### config.mk
export PLATFORM = sky130hd
export DESIGN_NAME = udp_payload_filter
export DESIGN_NICKNAME = d
export VERILOG_FILES = /design/src/rtl/udp_filter_pkg.sv /design/src/rtl/ipv4_csum_acc.sv /design/src/rtl/udp_payload_filter.sv
export SDC_FILE = /design/constraint.sdc
export NUM_CORES = 1
export LEC_CHECK = 0
export BUFFER_PORTS_ARGS = -buffer_cell sky130_fd_sc_hd__buf_2
export CAP_MARGIN = 20
export CORE_MARGIN = 10
export CORE_UTILIZATION = 53
export CTS_BUF_LIST = sky130_fd_sc_hd__clkbuf_8 sky130_fd_sc_hd__clkbuf_16
export DETAILED_ROUTE_END_ITERATION = 16
export PLACE_DENSITY = 0.76
export SYNTH_ARGS = -nofsm -noshare
export SYNTH_HDL_FRONTEND = slang
export SYNTH_SLANG_ARGS = --single-unit
### constraint.sdc
create_clock -name axis_aclk -period 2.2 [get_ports axis_aclk]
set_input_delay 0.44 -clock axis_aclk [delete_from_list [all_inputs] [get_ports axis_aclk]]
set_output_delay 0.44 -clock axis_aclk [all_outputs]
set_load 0.005 [all_outputs]
### src/rtl/udp_filter_pkg.sv
// Shared header offsets, protocol constants and FSM encoding for udp_payload_filter.
// The optional IPV4_CSUM_CHECK_EN feature uses CSUM_FIRST/CSUM_LAST.
package udp_filter_pkg;

    localparam logic [5:0] ETYPE_HI   = 6'd12;
    localparam logic [5:0] ETYPE_LO   = 6'd13;
    localparam logic [5:0] IP_VER     = 6'd14;
    localparam logic [5:0] IP_PROTO   = 6'd23;
    localparam logic [5:0] UDP_DPORT  = 6'd36;
    localparam logic [5:0] UDP_LEN    = 6'd38;
    localparam logic [5:0] HDR_LAST   = 6'd41;
    localparam logic [5:0] CSUM_FIRST = 6'd14;
    localparam logic [5:0] CSUM_LAST  = 6'd33;

    localparam logic [15:0] ETYPE_IPV4  = 16'h0800;
    localparam logic [7:0]  VER_IHL     = 8'h45;
    localparam logic [7:0]  PROTO_UDP   = 8'h11;
    localparam logic [15:0] UDP_HDR_LEN = 16'd8;

    typedef enum logic [1:0] {
        S_HDR   = 2'd0,
        S_PAY   = 2'd1,
        S_DRAIN = 2'd2
    } state_t;

    // Per-byte header field check; offsets without a fixed value never fail.
    function automatic logic hdr_byte_bad(input logic [5:0] idx, input logic [7:0] b,
                                          input logic [15:0] dport);
        logic bad;
        bad = 1'b0;
        case (idx)
            ETYPE_HI:          bad = (b != ETYPE_IPV4[15:8]);
            ETYPE_LO:          bad = (b != ETYPE_IPV4[7:0]);
            IP_VER:            bad = (b != VER_IHL);
            IP_PROTO:          bad = (b != PROTO_UDP);
            UDP_DPORT:         bad = (b != dport[15:8]);
            UDP_DPORT + 6'd1:  bad = (b != dport[7:0]);
            default:           bad = 1'b0;
        endcase
        return bad;
    endfunction

endpackage

### src/rtl/ipv4_csum_acc.sv
// Byte-serial ones-complement 16-bit accumulator for the IPv4 header checksum.
// ok reflects the folded sum including the current low byte (valid when en lands on it).
module ipv4_csum_acc (
    input  logic       clk,
    input  logic       rst_n,
    input  logic       clear,
    input  logic       en,
    input  logic [7:0] data,
    output logic       ok
);

    logic [7:0]  hi_q;
    logic        odd_q;
    logic [15:0] sum_q;
    logic [16:0] raw;
    logic [15:0] sum_next;

    always_comb begin
        raw      = {1'b0, sum_q} + {1'b0, hi_q, data};
        // End-around carry; cannot carry again since raw <= 0x1FFFE.
        sum_next = raw[15:0] + {15'd0, raw[16]};
        ok       = (sum_next == 16'hFFFF);
    end

    always_ff @(posedge clk or negedge rst_n) begin
        if (!rst_n) begin
            hi_q  <= 8'd0;
            odd_q <= 1'b0;
            sum_q <= 16'd0;
        end else if (clear) begin
            odd_q <= 1'b0;
            sum_q <= 16'd0;
        end else if (en) begin
            if (!odd_q) begin
                hi_q  <= data;
                odd_q <= 1'b1;
            end else begin
                sum_q <= sum_next;
                odd_q <= 1'b0;
            end
        end
    end

endmodule

### src/rtl/udp_payload_filter.sv
// Strips Ethernet/IPv4/UDP headers and forwards the UDP payload of frames for DST_PORT.
// Define IPV4_CSUM_CHECK_EN to also reject frames with a bad IPv4 header checksum.
module udp_payload_filter
    import udp_filter_pkg::*;
#(
    parameter logic [15:0] DST_PORT    = 16'd5000,
    parameter int unsigned MAX_PAYLOAD = 1472,
    parameter int unsigned CNT_W       = 16
) (
    input  logic             axis_aclk,
    input  logic             axis_aresetn,
    input  logic [7:0]       s00_axis_tdata,
    input  logic             s00_axis_tvalid,
    output logic             s00_axis_tready,
    input  logic             s00_axis_tlast,
    output logic [7:0]       m00_axis_tdata,
    output logic             m00_axis_tvalid,
    input  logic             m00_axis_tready,
    output logic             m00_axis_tlast,
    output logic [CNT_W-1:0] frames_ok,
    output logic [CNT_W-1:0] frames_drop
);

    state_t            state_q, state_d;
    logic [5:0]        hdr_cnt_q, hdr_cnt_d;
    logic              fail_q, fail_d;
    logic [15:0]       udp_len_q, udp_len_d;
    logic [15:0]       rem_q, rem_d;
    logic [7:0]        out_data_q;
    logic              out_valid_q, out_last_q;
    logic [CNT_W-1:0]  ok_cnt_q, drop_cnt_q;
    logic              inc_ok, inc_drop;
    logic              in_fire, pay_fire, pay_last;
    logic              hdr_bad, fail_now, len_ok, csum_fail;

    assign s00_axis_tready = (state_q == S_PAY) ? (!out_valid_q || m00_axis_tready) : 1'b1;
    assign in_fire         = s00_axis_tvalid && s00_axis_tready;
    assign pay_fire        = in_fire && (state_q == S_PAY);
    assign pay_last        = (rem_q == 16'd1) || s00_axis_tlast;

    assign m00_axis_tdata  = out_data_q;
    assign m00_axis_tvalid = out_valid_q;
    assign m00_axis_tlast  = out_last_q;
    assign frames_ok       = ok_cnt_q;
    assign frames_drop     = drop_cnt_q;

`ifdef IPV4_CSUM_CHECK_EN
    logic csum_en, csum_clear, csum_ok;

    assign csum_clear = in_fire && (state_q == S_HDR) && (hdr_cnt_q == 6'd0);
    assign csum_en    = in_fire && (state_q == S_HDR) &&
                        (hdr_cnt_q >= CSUM_FIRST) && (hdr_cnt_q <= CSUM_LAST);
    assign csum_fail  = csum_en && (hdr_cnt_q == CSUM_LAST) && !csum_ok;

    ipv4_csum_acc u_csum (
        .clk   (axis_aclk),
        .rst_n (axis_aresetn),
        .clear (csum_clear),
        .en    (csum_en),
        .data  (s00_axis_tdata),
        .ok    (csum_ok)
    );
`else
    assign csum_fail = 1'b0;
`endif

    assign hdr_bad  = hdr_byte_bad(hdr_cnt_q, s00_axis_tdata, DST_PORT) || csum_fail;
    assign fail_now = fail_q || hdr_bad;
    assign len_ok   = (udp_len_q >= 16'd9) && (32'(udp_len_q) <= MAX_PAYLOAD + 32'd8);

    always_comb begin
        state_d   = state_q;
        hdr_cnt_d = hdr_cnt_q;
        fail_d    = fail_q;
        udp_len_d = udp_len_q;
        rem_d     = rem_q;
        inc_ok    = 1'b0;
        inc_drop  = 1'b0;
        case (state_q)
            S_HDR: begin
                if (in_fire) begin
                    hdr_cnt_d = hdr_cnt_q + 6'd1;
                    fail_d    = fail_now;
                    if (hdr_cnt_q == UDP_LEN)        udp_len_d = {s00_axis_tdata, udp_len_q[7:0]};
                    if (hdr_cnt_q == UDP_LEN + 6'd1) udp_len_d = {udp_len_q[15:8], s00_axis_tdata};
                    if (hdr_cnt_q == HDR_LAST) begin
                        hdr_cnt_d = 6'd0;
                        fail_d    = 1'b0;
                        // A valid header ending the frame carries no payload; count it as a drop.
                        if (!fail_now && len_ok && !s00_axis_tlast) begin
                            rem_d   = udp_len_q - UDP_HDR_LEN;
                            state_d = S_PAY;
                        end else begin
                            inc_drop = 1'b1;
                            state_d  = s00_axis_tlast ? S_HDR : S_DRAIN;
                        end
                    end else if (s00_axis_tlast) begin
                        inc_drop  = 1'b1;
                        hdr_cnt_d = 6'd0;
                        fail_d    = 1'b0;
                    end
                end
            end
            S_PAY: begin
                if (in_fire) begin
                    rem_d = rem_q - 16'd1;
                    if (rem_q == 16'd1) begin
                        inc_ok  = 1'b1;
                        state_d = s00_axis_tlast ? S_HDR : S_DRAIN;
                    end else if (s00_axis_tlast) begin
                        inc_drop = 1'b1;
                        state_d  = S_HDR;
                    end
                end
            end
            S_DRAIN: begin
                if (in_fire && s00_axis_tlast) begin
                    hdr_cnt_d = 6'd0;
                    state_d   = S_HDR;
                end
            end
            default: state_d = S_HDR;
        endcase
    end

    always_ff @(posedge axis_aclk or negedge axis_aresetn) begin
        if (!axis_aresetn) begin
            state_q   <= S_HDR;
            hdr_cnt_q <= 6'd0;
            fail_q    <= 1'b0;
            udp_len_q <= 16'd0;
            rem_q     <= 16'd0;
        end else begin
            state_q   <= state_d;
            hdr_cnt_q <= hdr_cnt_d;
            fail_q    <= fail_d;
            udp_len_q <= udp_len_d;
            rem_q     <= rem_d;
        end
    end

    always_ff @(posedge axis_aclk or negedge axis_aresetn) begin
        if (!axis_aresetn) begin
            out_data_q  <= 8'd0;
            out_valid_q <= 1'b0;
            out_last_q  <= 1'b0;
        end else if (pay_fire) begin
            out_data_q  <= s00_axis_tdata;
            out_valid_q <= 1'b1;
            out_last_q  <= pay_last;
        end else if (m00_axis_tready) begin
            out_valid_q <= 1'b0;
            out_last_q  <= 1'b0;
        end
    end

    always_ff @(posedge axis_aclk or negedge axis_aresetn) begin
        if (!axis_aresetn) begin
            ok_cnt_q   <= '0;
            drop_cnt_q <= '0;
        end else begin
            if (inc_ok && (ok_cnt_q != {CNT_W{1'b1}}))     ok_cnt_q   <= ok_cnt_q + CNT_W'(1);
            if (inc_drop && (drop_cnt_q != {CNT_W{1'b1}})) drop_cnt_q <= drop_cnt_q + CNT_W'(1);
        end
    end

endmodule

Yosys cells after proc, flatten, opt, wreduce, memory -nomap -nowiden
Index checks and enable logic that the tools add are counted. Widths: inputs -> output; s select.

Logic and storage cells: 106. Bits in registers: 83. Output and inout bits: 43. Input bits: 13.

Bitwise operators: 1. Mux-type cells: 37. Magnitude comparators: 2. Equality and inequality tests: 25. Reductions and logical operators: 25. Add/subtract/negate cells: 5.

Operators with widths (number): $mux 16 (4); $add 16x1->16 const B (2); $ne 16x16->1 const B (2); $pmux 16 s2 (1); $eq 6x6->1 const B (5); $mux 6 (4); $eq 6x4->1 const B (3); $eq 16x1->1 const B (1); $ge 16x4->1 const B (1); $le 16x11->1 const B (1); $mux 2 (8); $ne 8x5->1 const B (2); $sub 16x1->16 const B (1); $sub 16x4->16 const B (1); $mux 1 (15); $pmux 6 s2 (1); $ne 2x2->1 const B (5); $reduce_and 5->1 (2); $logic_and 1x1->1 (8); $mux 8 (1); $ne 8x4->1 const B (1); $ne 8x7->1 const B (1); $ne 8x8->1 const B (1); $reduce_bool 8->1 (1); 16 further kinds (23).

Depth between registers and ports, before layout
Gate-level depths: netlist of the first run.

Word-level depth: 11. Depth in mapped cells: 10. Gate-level depth less buffers: 9.

Worst setup path before layout of the first run
Ideal clock, no wire load.

Path type: input -> register. Start: input s00_axis_tdata[2]. End: register rem_q[11]. Stages on the path: 9. Data required time: 2.075 ns. Library setup time: 0.125 ns. Path buffers: 2. Path slack: 0.080 ns. Arrival: 1.995 ns. Cells stage by stage: or4_1 > o211ai_2 > nand4_2 > nor2_1 > o21ai_1 > buf_2 > buf_6 > o21ai_0 > o21ai_1.

Longest elaborated chain between the ends: 8. Elaborated cells between the ends (all ways): 13. Classes of those cells: eq/ne (6); mux (1); reduce/logical (6).

RTL lines: from (decl) (RTL line udp_payload_filter.sv:12) `input logic [7:0] s00_axis_tdata,`; $ne 8x8->1 (tied with other cells) (RTL line udp_filter_pkg.sv:37) `UDP_DPORT + 6'd1: bad = (b != dport[7:0]);`; $pmux 1 s6 * (RTL line udp_filter_pkg.sv:31) `case (idx)`; $logic_or 1x1->1 * (RTL line udp_payload_filter.sv:68) `assign fail_now = fail_q || hdr_bad;`; $logic_not 1->1 * (RTL line udp_payload_filter.sv:90) `if (!fail_now && len_ok && !s00_axis_tlast) begin`; $logic_and 1x1->1 * (2 in a row) (RTL line udp_payload_filter.sv:90); $ne 2x2->1 (no source line) *; $reduce_and 5->1 (no source line) *; to (signal assigned) (RTL line udp_payload_filter.sv:138) `rem_q <= rem_d;`; to (decl) (RTL line udp_payload_filter.sv:28) `logic [15:0] rem_q, rem_d;`.

Mark *: on every way between the ends. The rest lies on a longest branch, timed or not. A chain may end at the register's enable or synchronous reset.

Final worst setup path of the first run
Start: register hdr_cnt_q[0]. End: register state_q[1].

Longest elaborated chain between the ends: 10. Elaborated cells between the ends (all ways): 18. Classes of those cells: eq/ne (8); mux (5); reduce/logical (5).

RTL lines: from (decl) (RTL line udp_payload_filter.sv:25) `logic [5:0] hdr_cnt_q, hdr_cnt_d;`; from (signal assigned) (RTL line udp_payload_filter.sv:135) `hdr_cnt_q <= hdr_cnt_d;`; $eq 6x6->1 (tied with other cells) (RTL line udp_filter_pkg.sv:31); $pmux 1 s6 (RTL line udp_filter_pkg.sv:31); $logic_or 1x1->1 (RTL line udp_payload_filter.sv:68); $logic_not 1->1 (RTL line udp_payload_filter.sv:90); $logic_and 1x1->1 (2 in a row) (RTL line udp_payload_filter.sv:90); $mux 2 (RTL line udp_payload_filter.sv:90); $mux 2 (RTL line udp_payload_filter.sv:86) `if (hdr_cnt_q == HDR_LAST) begin`; $mux 2 (RTL line udp_payload_filter.sv:81) `if (in_fire) begin`; $pmux 2 s3 (RTL line udp_payload_filter.sv:79) `case (state_q)`; to (signal assigned) (RTL line udp_payload_filter.sv:134) `state_q <= state_d;`; to (decl) (RTL line udp_payload_filter.sv:24) `state_t state_q, state_d;`.

Parallel ways exist; a longest one is shown, timed or not. The select of a mux whose other input is x is not followed.

==> run metrics, run 1 <==
run status finished, final reports clean; Slew @ Worst Pin 0.422 ns; power per cell area 546 nW/µm²; vias 4137; fillers 680; number of distinct library cells after synthesis 58; #FFs+latches synth 83; area post-placement 5380 µm²; RD Place Congestion 0.880; GRT overflow 0; die width 114 µm; vias in the first global route 4047; share of layout cells above drive strength 1 33.7%; # H-tree levels 3; Num CTS Buffers 9; Mapped Nets 499; DR WL/cell 17.1 µm; Detail Route Antenna Nets 0; main flop type after synthesis dfrtp_1; endpoints failing setup 0; total power 3180 µW; post-layout net count 613; Synth Area per Inst 9.72 µm²; drc violations 0; Iter 0 DRT Violations 237; period utilization 98.7%; setup slack, reg-to-reg 0.03 ns; Buf/Inv on CP 2; Clock Pin Slew Worst Setup and Hold Paths 0.09 ns; YS warnings 0; post-synth top area cell dfrtp_1; Clk Latency, worst-skew pair 0.36 ns; maximum clock path buffer count 2; Root Buffer clkbuf_8; hpwl dp 8.60 mm; Via density 5.88; Lkg Pwr 0.00287 µW; Cell Chain, Critical Path inv_1, buf_4, ha_1, and2_1, o21ai_0, nand3_1, o41ai_2, and2b_1, o21ai_1; critical path data required time 2.46 ns; final design utilization 67.5%; max incr delay on CP 0.41 ns; Slew Viols, Final 0; WHS 0.365 ns; worst min-delay path category in -> reg; pin count of the biggest net entering global routing 42; max cap viols 0; post-synthesis instance total 477; # clock sinks 83; Area Overhead vs Synth 25.7%; Final Cell Area 5830 µm²; Critical Path Slowest Stage Cell o41ai_2; Final Hold Fails 0; IO buf count 55; initial core utilization 53.7%; worst vdd ir 489 µV; WS Path Type reg -> reg; die area 12900 µm²; Final Non-Filler Cells 704; Post-synth EDFFs 0; Worst Skew 0.0109 ns; n_diodes 0; Core Area 8640 µm²; worst rel slew slack 71.8%; Pre-antenna DRT Iters 5; register area share after synthesis 44.8%; I/O pin count 56; synth top area cells dfrtp_1 45%, xnor2_1 5.5%, mux2_2 5.1%; Arrival @ worst endpoint 2.43 ns; critical path capture point type flop; post-synth top area share 44.8%; startpoint types flop; row cnt 34; Peak Freq 460 MHz; placed cells 676; initial antenna violation count 0; Worst path top cell family by delay compound AO/OA/AOI/OAI gates; Total GRT Usage 17.7%; worst-path fanout max 4; setup repair after global routing missed its margin true; die span in y 114 µm; WL final 12.1 mm; Cell Area, Synth 4640 µm²; fin crit period 2.17 ns; first-pass GRT wire length 19.2 mm; CTS tree done; fraction of registers with async set or reset after synthesis 100%
## cell usage in the layout (no fill, tap or decap), types with 8 or more instances in the layout
cell type | synthesis | final
dfrtp_1 | 83 | 82
buf_4 | 0 | 60
buf_2 | 3 | 54
nand2_1 | 52 | 51
nor2_1 | 46 | 43
xnor2_1 | 29 | 29
mux2_2 | 21 | 21
o21ai_0 | 24 | 19
nand4_1 | 17 | 17
a21oi_1 | 16 | 15
xor2_1 | 13 | 13
inv_1 | 13 | 13
nor3_1 | 13 | 10
clkbuf_8 | 0 | 10
o21ai_1 | 6 | 9
a31oi_1 | 8 | 8
## through the flow
stage / setup WS (ns) / TNS (ns)
2_1_floorplan: 0.0799 / 0
3_3_place_gp: -0.263 / -4.28
3_5_place_dp: -0.328 / -6.56
4_1_cts: -0.00769 / -0.00859
5_1_grt: -0.0976 / -0.317
6_report: 0.0279 / 0
## cells in the mapped netlist (6+ instances only)
cell type and n:
inv_1 13, dfrtp_1 83, xor2_1 13, nand3_1 7, o21ai_0 24, ha_1 9
and4_1 6, o22a_1 6, o21ai_1 6, nand2_1 52, nand4_1 17, mux2_2 21
and2_1 8, nor2_1 46, a21oi_1 16, clkbuf_1 10, xnor2_1 29, nand2b_1 6
and3_1 8, a31oi_1 8, nor3_1 13
## flip-flops by register name (all words and copies together), names as in the netlist
| name | cells |
|---|---|
| m00_axis_tlast | 1 |
| m00_axis_tdata | 8 |
| hdr_cnt_q | 6 |
| frames_ok | 16 |
| frames_drop | 16 |
| fail_q | 1 |
| udp_len_q | 16 |
| m00_axis_tvalid | 1 |
| rem_q | 16 |
| state_q | 2 |
## worst paths after layout
kind                                   start                 to  depth (start not counted)
setup / recovery                hdr_cnt_q[0]         state_q[1]                          9
hold reg to reg            m00_axis_tdata[1]  m00_axis_tdata[1]                          2
min in group asynchronous       axis_aresetn       frames_ok[5]                          2
max in group asynchronous       axis_aresetn       hdr_cnt_q[4]                          3
setup reg to reg                hdr_cnt_q[0]         state_q[1]                          9
hold / removal               m00_axis_tready     m00_axis_tlast                          3
## timing repair
action | in CTS | in global routing
setup buffers | 5 | 5
endpoints found under the setup margin | 13 | 46
hold buffers | 1 | 0
cloned | 0 | 1
resized for setup | 7 | 28
pin swaps | 7 | 8
hold endpoints to repair | 15 | 0
## metal layers
metal / vias up / part of all wire [%] / GRT usage [%]
li1: 1946 / - / -
met1: 2021 / 41 / 20.7
met2: 136 / 51 / 30.4
met3: 34 / 5.3 / 4.51
met4: 0 / 2.7 / 6.51
met5: - / 0 / 0
## worst register-to-register path, delay by kind of cell, from the launching register on
family / cells / cell delay (ns)
flip-flops: 1 / 0.40
buffers and inverters: 2 / 0.21
AND/OR/NAND/NOR: 3 / 0.50
AO/OA/AOI/OAI: 3 / 0.70
adder cells (fa/ha/maj): 1 / 0.24
## cell type report
cell class	instances	area (µm²)	area share, %
flip-flops and latches	83	2080	35.7
clock inverters	6	71.3	1.22
well taps	108	135	2.32
multi-input cells	367	2590	44.4
inverters	13	48.8	0.837
clock buffers	10	138	2.36
repair buffers	117	771	13.2
## logic make-up after synthesis
family | after synthesis | synth area share [%]
adders and majority gates | 9 | 2.43
DFF | 83 | 44.8
buffers and inverters | 28 | 2.67
xor gates and xnor gates | 42 | 7.93
and+or+nand+nor | 209 | 25.1
AOI/OAI and AO/OA | 85 | 11.9
muxes | 21 | 5.10
## where the power goes
part           internal, µW  total [µW]  switching [µW]
registers              1580        1650            72.9
logic                   170         360             190
clock network           566        1170             604
Power figures use the tool's default switching activity.
==> run 2: changes to the inputs <==
--- a/config.mk
+++ b/config.mk
@@ -13,3 +13,3 @@
 export DETAILED_ROUTE_END_ITERATION = 16
-export PLACE_DENSITY = 0.76
+export PLACE_DENSITY = 0.73
 export SYNTH_ARGS = -nofsm -noshare
==> constraint.sdc (replaced) <==
create_clock -name axis_aclk -period 2.2 [get_ports axis_aclk]
set_input_delay 0.11 -clock axis_aclk [delete_from_list [all_inputs] [get_ports axis_aclk]]
set_output_delay 0.11 -clock axis_aclk [all_outputs]
set_load 0.005 [all_outputs]
==> run metrics, run 2 (same netlist as run 1, synthesis figures left out) <==
run status finished, final reports clean; Iter 0 DRT Violations 188 (-21%); Arrival @ worst endpoint 2.44 ns (about the same); WS Path Type reg -> reg; end of the worst register-to-register path frames_drop[1]; Slew Viols, Final 0 (unchanged); I/O pin count 56 (unchanged); maximum clock path buffer count 2 (unchanged); Area Overhead vs Synth 24.7%; Reg-to-Reg Start udp_len_q[12]; critical path data required time 2.45 ns (about the same); RD Place Congestion 0.854 (-2.9%); total power 3280 µW (+3.1%); # H-tree levels 3 (unchanged); vias in the first global route 3927 (-3.0%); commonest non-fill, non-tap cell in the layout dfrtp_1; WHS 0.0601 ns (-0.305 ns); Critical Path Slowest Stage Cell or3_1; Pre-antenna DRT Iters 5 (unchanged); die width 114 µm (unchanged); critical path capture point type flop; WL final 11.8 mm (-2.5%); CP Capture Point frames_drop[1]; IO buf count 55 (unchanged); Via density 5.80 (-1.3%); Slew @ Worst Pin 0.538 ns (+0.115 ns); Lkg Pwr 0.00284 µW (-0.95%); drc violations 0 (unchanged); fin crit period 2.19 ns (+0.0218 ns); CTS tree done; Clk Latency, worst-skew pair 0.37 ns (about the same); # clock sinks 83 (unchanged); commonest non-fill, non-tap cells in the layout 82 x dfrtp_1, 54 x buf_2, 51 x nand2_1; initial core utilization 53.7% (unchanged); worst-path fanout max 8 (+4); post-layout net count 600 (-2.1%); max incr delay on CP 0.42 ns (about the same); endpoints failing setup 0 (unchanged); TNS Setup 0 ns (unchanged); share of layout cells above drive strength 1 32.1% (-1.6 points); Worst Reg2Reg Path Length in Cells 6 (-3); Clock Pin Slew Worst Setup and Hold Paths 0.08 ns (about the same); Final Hold Fails 0 (unchanged); Root Buffer clkbuf_8; hpwl dp 8.43 mm (-2.0%); die area 12900 µm² (unchanged); GRT overflow 0 (unchanged); first-pass GRT wire length 18.7 mm (-2.6%); setup slack, reg-to-reg 0.006 ns (-0.02 ns); max cap viols 0 (unchanged); n_diodes 0 (unchanged); Cell Chain, Critical Path or3_1, nor3_2, nand4_2, buf_4, o31a_4, mux2_4; fillers 668 (-1.8%); Num CTS Buffers 9 (unchanged); die span in y 114 µm (unchanged); Core Area 8640 µm² (unchanged); vias 4007 (-3.1%); worst min-delay path category in -> reg; setup repair after global routing missed its margin true; startpoint types flop; Worst Skew 0.0113 ns (+0.000484 ns); Total GRT Usage 17.4% (-0.26 points); pin count of the biggest net entering global routing 44 (+4.8%); initial antenna violation count 0 (unchanged); Crit. Startpoint udp_len_q[12]; worst rel slew slack 64.2% (-7.6 points); Detail Route Antenna Nets 0 (unchanged); Peak Freq 456 MHz (-0.99%); row cnt 34 (unchanged); Hold Crit Depth 3 (unchanged); power per cell area 568 nW/µm² (+3.9%); period utilization 99.7% (+0.99 points); DR WL/cell 17.0 µm (-0.62%); worst vdd ir 624 µV (+28%)
[run 2: how the worst min path moves through the flow]
| stage | startpoint | endpoint | slack [ns] |
|---|---|---|---|
| after floorplan | axis_aresetn | fail_q | -0.19 |
| after global placement | axis_aresetn | rem_q[4] | 0.12 |
| after detailed placement | axis_aresetn | rem_q[4] | 0.13 |
| after CTS | m00_axis_tready | m00_axis_tlast | 0.05 |
| after global routing | m00_axis_tready | m00_axis_tlast | 0.07 |
| final | m00_axis_tready | m00_axis_tlast | 0.06 |
[run 2: worst max-delay path: cells and delay by family (launching register included)]
kind	cells	cell delay (ns)
buffers and inverters	1	0.20
AOI/OAI and AO/OA	1	0.39
muxes	1	0.31
and+or+nand+nor	3	0.80
DFF	1	0.38
[run 2: metrics by stage]
stage               utilization (%)  instance area (µm²)  setup slack, ns  instances
CTS                            64.5                 5570          0.00617        682
floorplan                         -                 4640            0.105        477
global placement               61.2                 5290          -0.0190        663
detailed placement             61.2                 5290          -0.0996        663
finish                         67.0                 5780          0.00611        691
global route                   67.0                 5780          -0.0581        691
[run 2: report_power, final]
part	internal, µW	switching [µW]
logic	174	197
registers	1580	75.7
clock network	673	581
[run 2: layout make-up]
class | count | area (µm²) | area share (%)
Sequential cell | 83 | 2080 | 35.9
Tap cell | 108 | 135 | 2.34
Clock buffer | 10 | 138 | 2.38
Clock inverter | 6 | 88.8 | 1.54
Multi-Input combinational cell | 367 | 2610 | 45.1
Timing Repair Buffer | 104 | 686 | 11.9
Inverter | 13 | 48.8 | 0.844
[run 2: layer usage]
| layer | wire, µm | vias up | part of all wire, % | track usage (%) |
|---|---|---|---|---|
| met2 | 5820 | 99 | 49 | 28.7 |
| met5 | 0 | - | 0 | 0 |
| met4 | 309 | 0 | 2.6 | 7.28 |
| met1 | 5060 | 1972 | 43 | 21.6 |
| met3 | 579 | 22 | 4.9 | 3.78 |
| li1 | - | 1914 | - | - |
[run 2: what timing repair did]
action,CTS,global route
endpoints found under the setup margin,6,31
setup buffers,2,7
resized for setup,6,35
endpoints found under the hold margin,40,0
hold buffers,1,0
pin swaps,1,10
gates cloned,0,2
==> run 3: changes to the inputs <==
Settings changed: ABC_AREA set to 1, CORE_ASPECT_RATIO set to 1.75, CORE_UTILIZATION 53 to 54.
==> run metrics, run 3 <==
run status finished with violations; failing checks setup timing; final design utilization 69.4% (+2.5 points); commonest non-fill, non-tap cell in the layout nand2_1; endpoints failing setup 1 (+1); Num CTS Buffers 9 (unchanged); max cap viols 0 (unchanged); met2 WL post-DR 7.53 mm (+29%); Final Cell Area 6310 µm² (+9.2%); Peak Freq 453 MHz (-0.71%); main flop type after synthesis dfrtp_1; pin count of the biggest net entering global routing 84 (+91%); Via density 5.49 (-5.4%); vias 4960 (+24%); Place WS -0.0488 ns (+0.0508 ns); period utilization 100% (+0.72 points); fraction of registers with async set or reset after synthesis 100% (unchanged); row cnt 46 (+35%); Cell Chain, Critical Path inv_4, ha_4, nand3_4, o21ai_2, nand2_1, nor2_1, nand2_1, nor2_2, nand3_2, nand2_4, nand4_4, nand2_8, buf_6, nand3_1, nand2_1; initial core utilization 55.7% (+2.0 points); die width 93.2 µm (-18%); # H-tree levels 3 (unchanged); DR WL/cell 15.4 µm (-9.8%); drc violations 0 (unchanged); CTS tree done; RD Place Congestion 0.931 (+9.0%); Worst Skew 0.0135 ns (+0.00211 ns); WL met3 617 µm (+6.6%); worst rel slew slack 67.5% (+3.3 points); startpoint types flop; # clock sinks 83 (unchanged); hpwl dp 10.0 mm (+19%); Area Overhead vs Synth 24.6% (about the same); post-synth top area cell dfrtp_1; Lkg Pwr 0.00315 µW (+11%); Synth Area per Inst 7.32 µm² (-25%); Final Hold Fails 0 (unchanged); Total GRT Usage 19.6% (+2.2 points); fin crit period 2.21 ns (+0.0158 ns); setup repair after global routing missed its margin true; share of layout cells above drive strength 1 21.3% (-11 points); synth top area cells dfrtp_1 41%, nand2_1 15%, nand3_1 5.5%; max incr delay on CP 0.48 ns (+0.06 ns); Core Area 9090 µm² (+5.3%); Detail Route Antenna Nets 0 (unchanged); Reg-to-Reg Start hdr_cnt_q[0]; Post-synth EDFFs 0 (unchanged); Critical Path Slowest Stage Cell dfrtp_2; DRT met1 WL 5.23 mm (+3.2%); GRT overflow 0 (unchanged); top-count cell post-synth nand2_1; hold path endpoint m00_axis_tvalid; Cell Area, Synth 5070 µm² (+9.3%); Arrival @ worst endpoint 2.49 ns (+0.05 ns); most frequent CP cell nand2_1; vias in the first global route 4905 (+25%); worst-path fanout max 6 (-2); Max Used Layer met4; WHS 0.0616 ns (+0.00147 ns); Mapped Nets 714 (+43%); die span in y 148 µm (+30%); post-synth top area share 41.0% (-3.8 points); Iter 0 DRT Violations 305 (+62%); critical path data required time 2.48 ns (+0.03 ns); Buf/Inv on CP 2 (+1); Clk Latency, worst-skew pair 0.35 ns (-0.02 ns); worst min-delay path category in -> reg; critical path capture point type flop; first-pass GRT wire length 22.2 mm (+19%); Hold Crit Depth 4 (+1); post-synthesis instance total 692 (+45%); TNS Setup -0.00966 ns (-0.00966 ns); Worst path top cell family by delay simple AND/OR/NAND/NOR gates; WS Path Type reg -> reg; fillers 802 (+20%); setup slack, reg-to-reg -0.01 ns (-0.02 ns); #FFs+latches synth 83 (unchanged); YS warnings 0 (unchanged); Slew @ Worst Pin 0.483 ns (-0.0547 ns); end of the worst register-to-register path rem_q[14]; worst vdd ir 557 µV (-11%); initial antenna violation count 0 (unchanged); register area share after synthesis 41.0% (-3.8 points); Hold Crit Start m00_axis_tready; Root Buffer clkbuf_16; Crit. Startpoint hdr_cnt_q[0]; area post-placement 5640 µm² (+6.7%); die area 13800 µm² (+7.1%); Post-synth top cells 197 x nand2_1, 83 x dfrtp_1, 72 x nor2_1, 68 x inv_1, 56 x nand3_1; Pre-antenna DRT Iters 5 (unchanged); WL final 13.9 mm (+18%); final worst-path setup slack -0.00966 ns (-0.0158 ns); Worst Reg2Reg Path Length in Cells 15 (+9); commonest non-fill, non-tap cells in the layout 188 x nand2_1, 81 x dfrtp_1, 69 x nor2_1; Clock Pin Slew Worst Setup and Hold Paths 0.06 ns (-0.02 ns); maximum clock path buffer count 2 (unchanged); n_diodes 0 (unchanged); number of distinct library cells after synthesis 41 (-29%); IO buf count 55 (unchanged); power per cell area 565 nW/µm² (-0.52%); I/O pin count 56 (unchanged); Slew Viols, Final 0 (unchanged); post-layout net count 801 (+34%)
-- run 3: worst max-delay path by stage --
stage	end	slack (ns)	depth (start not counted)
after floorplan	rem_q[14]	0.19	16
after global placement	rem_q[6]	0.08	15
after detailed placement	frames_drop[2]	-0.05	15
after CTS	rem_q[14]	0.02	15
after global routing	rem_q[12]	-0.1	15
final	rem_q[14]	-0.01	15
-- run 3: area by class of cell --
class | count | area [µm²] | area share [%]
well taps | 120 | 150 | 2.38
clock buffers | 10 | 239 | 3.79
clock inverters | 6 | 63.8 | 1.01
inverters | 75 | 284 | 4.50
multi-input cells | 519 | 2870 | 45.4
repair buffers | 91 | 632 | 10.0
flip-flops and latches | 83 | 2080 | 32.9
-- run 3: logic make-up (layout without fill, tap and decap cells) --
| kind of cell | Yosys count | after routing | synth area share [%] |
|---|---|---|---|
| compound gates | 85 | 85 | 9.36 |
| xor+xnor | 38 | 38 | 6.57 |
| fa+ha+maj | 9 | 9 | 2.22 |
| buf+inv | 91 | 182 | 7.36 |
| flops | 83 | 83 | 41.0 |
| simple gates | 386 | 387 | 33.5 |
-- run 3: through the flow --
stage,power [µW],std cells
detailed placement,1990,877
global route,3710,904
finish,3570,904
floorplan,1820,692
CTS,3530,894
global placement,1970,877
-- run 3: what timing repair did --
item | 4_1_cts | 5_1_grt
resized for setup | 9 | 53
endpoints found under the setup margin | 30 | 37
hold endpoints to repair | 83 | 0
cloned | 0 | 3
pin swaps | 1 | 21
buffers inserted | 0 | 7
hold buffers | 1 | 0
-- run 3: routing by layer --
layer / vias to the layer above / GRT usage (%)
met5: - / 0
met4: 0 / 9.53
met3: 48 / 4.59
met2: 157 / 35.7
met1: 2327 / 20.1
li1: 2428 / -
-- run 3: power breakdown --
part           switching [µW]  leakage [µW]  internal (µW)
Combinational             200       0.00188            158
Clock                     636      0.000150            910
Sequential               84.4       0.00112           1580
-- run 3: tightest hold or removal path: cells and delay by family --
family,cells,cell delay [ns]
and+or+nand+nor,2,0.11
buffers and inverters,2,0.14
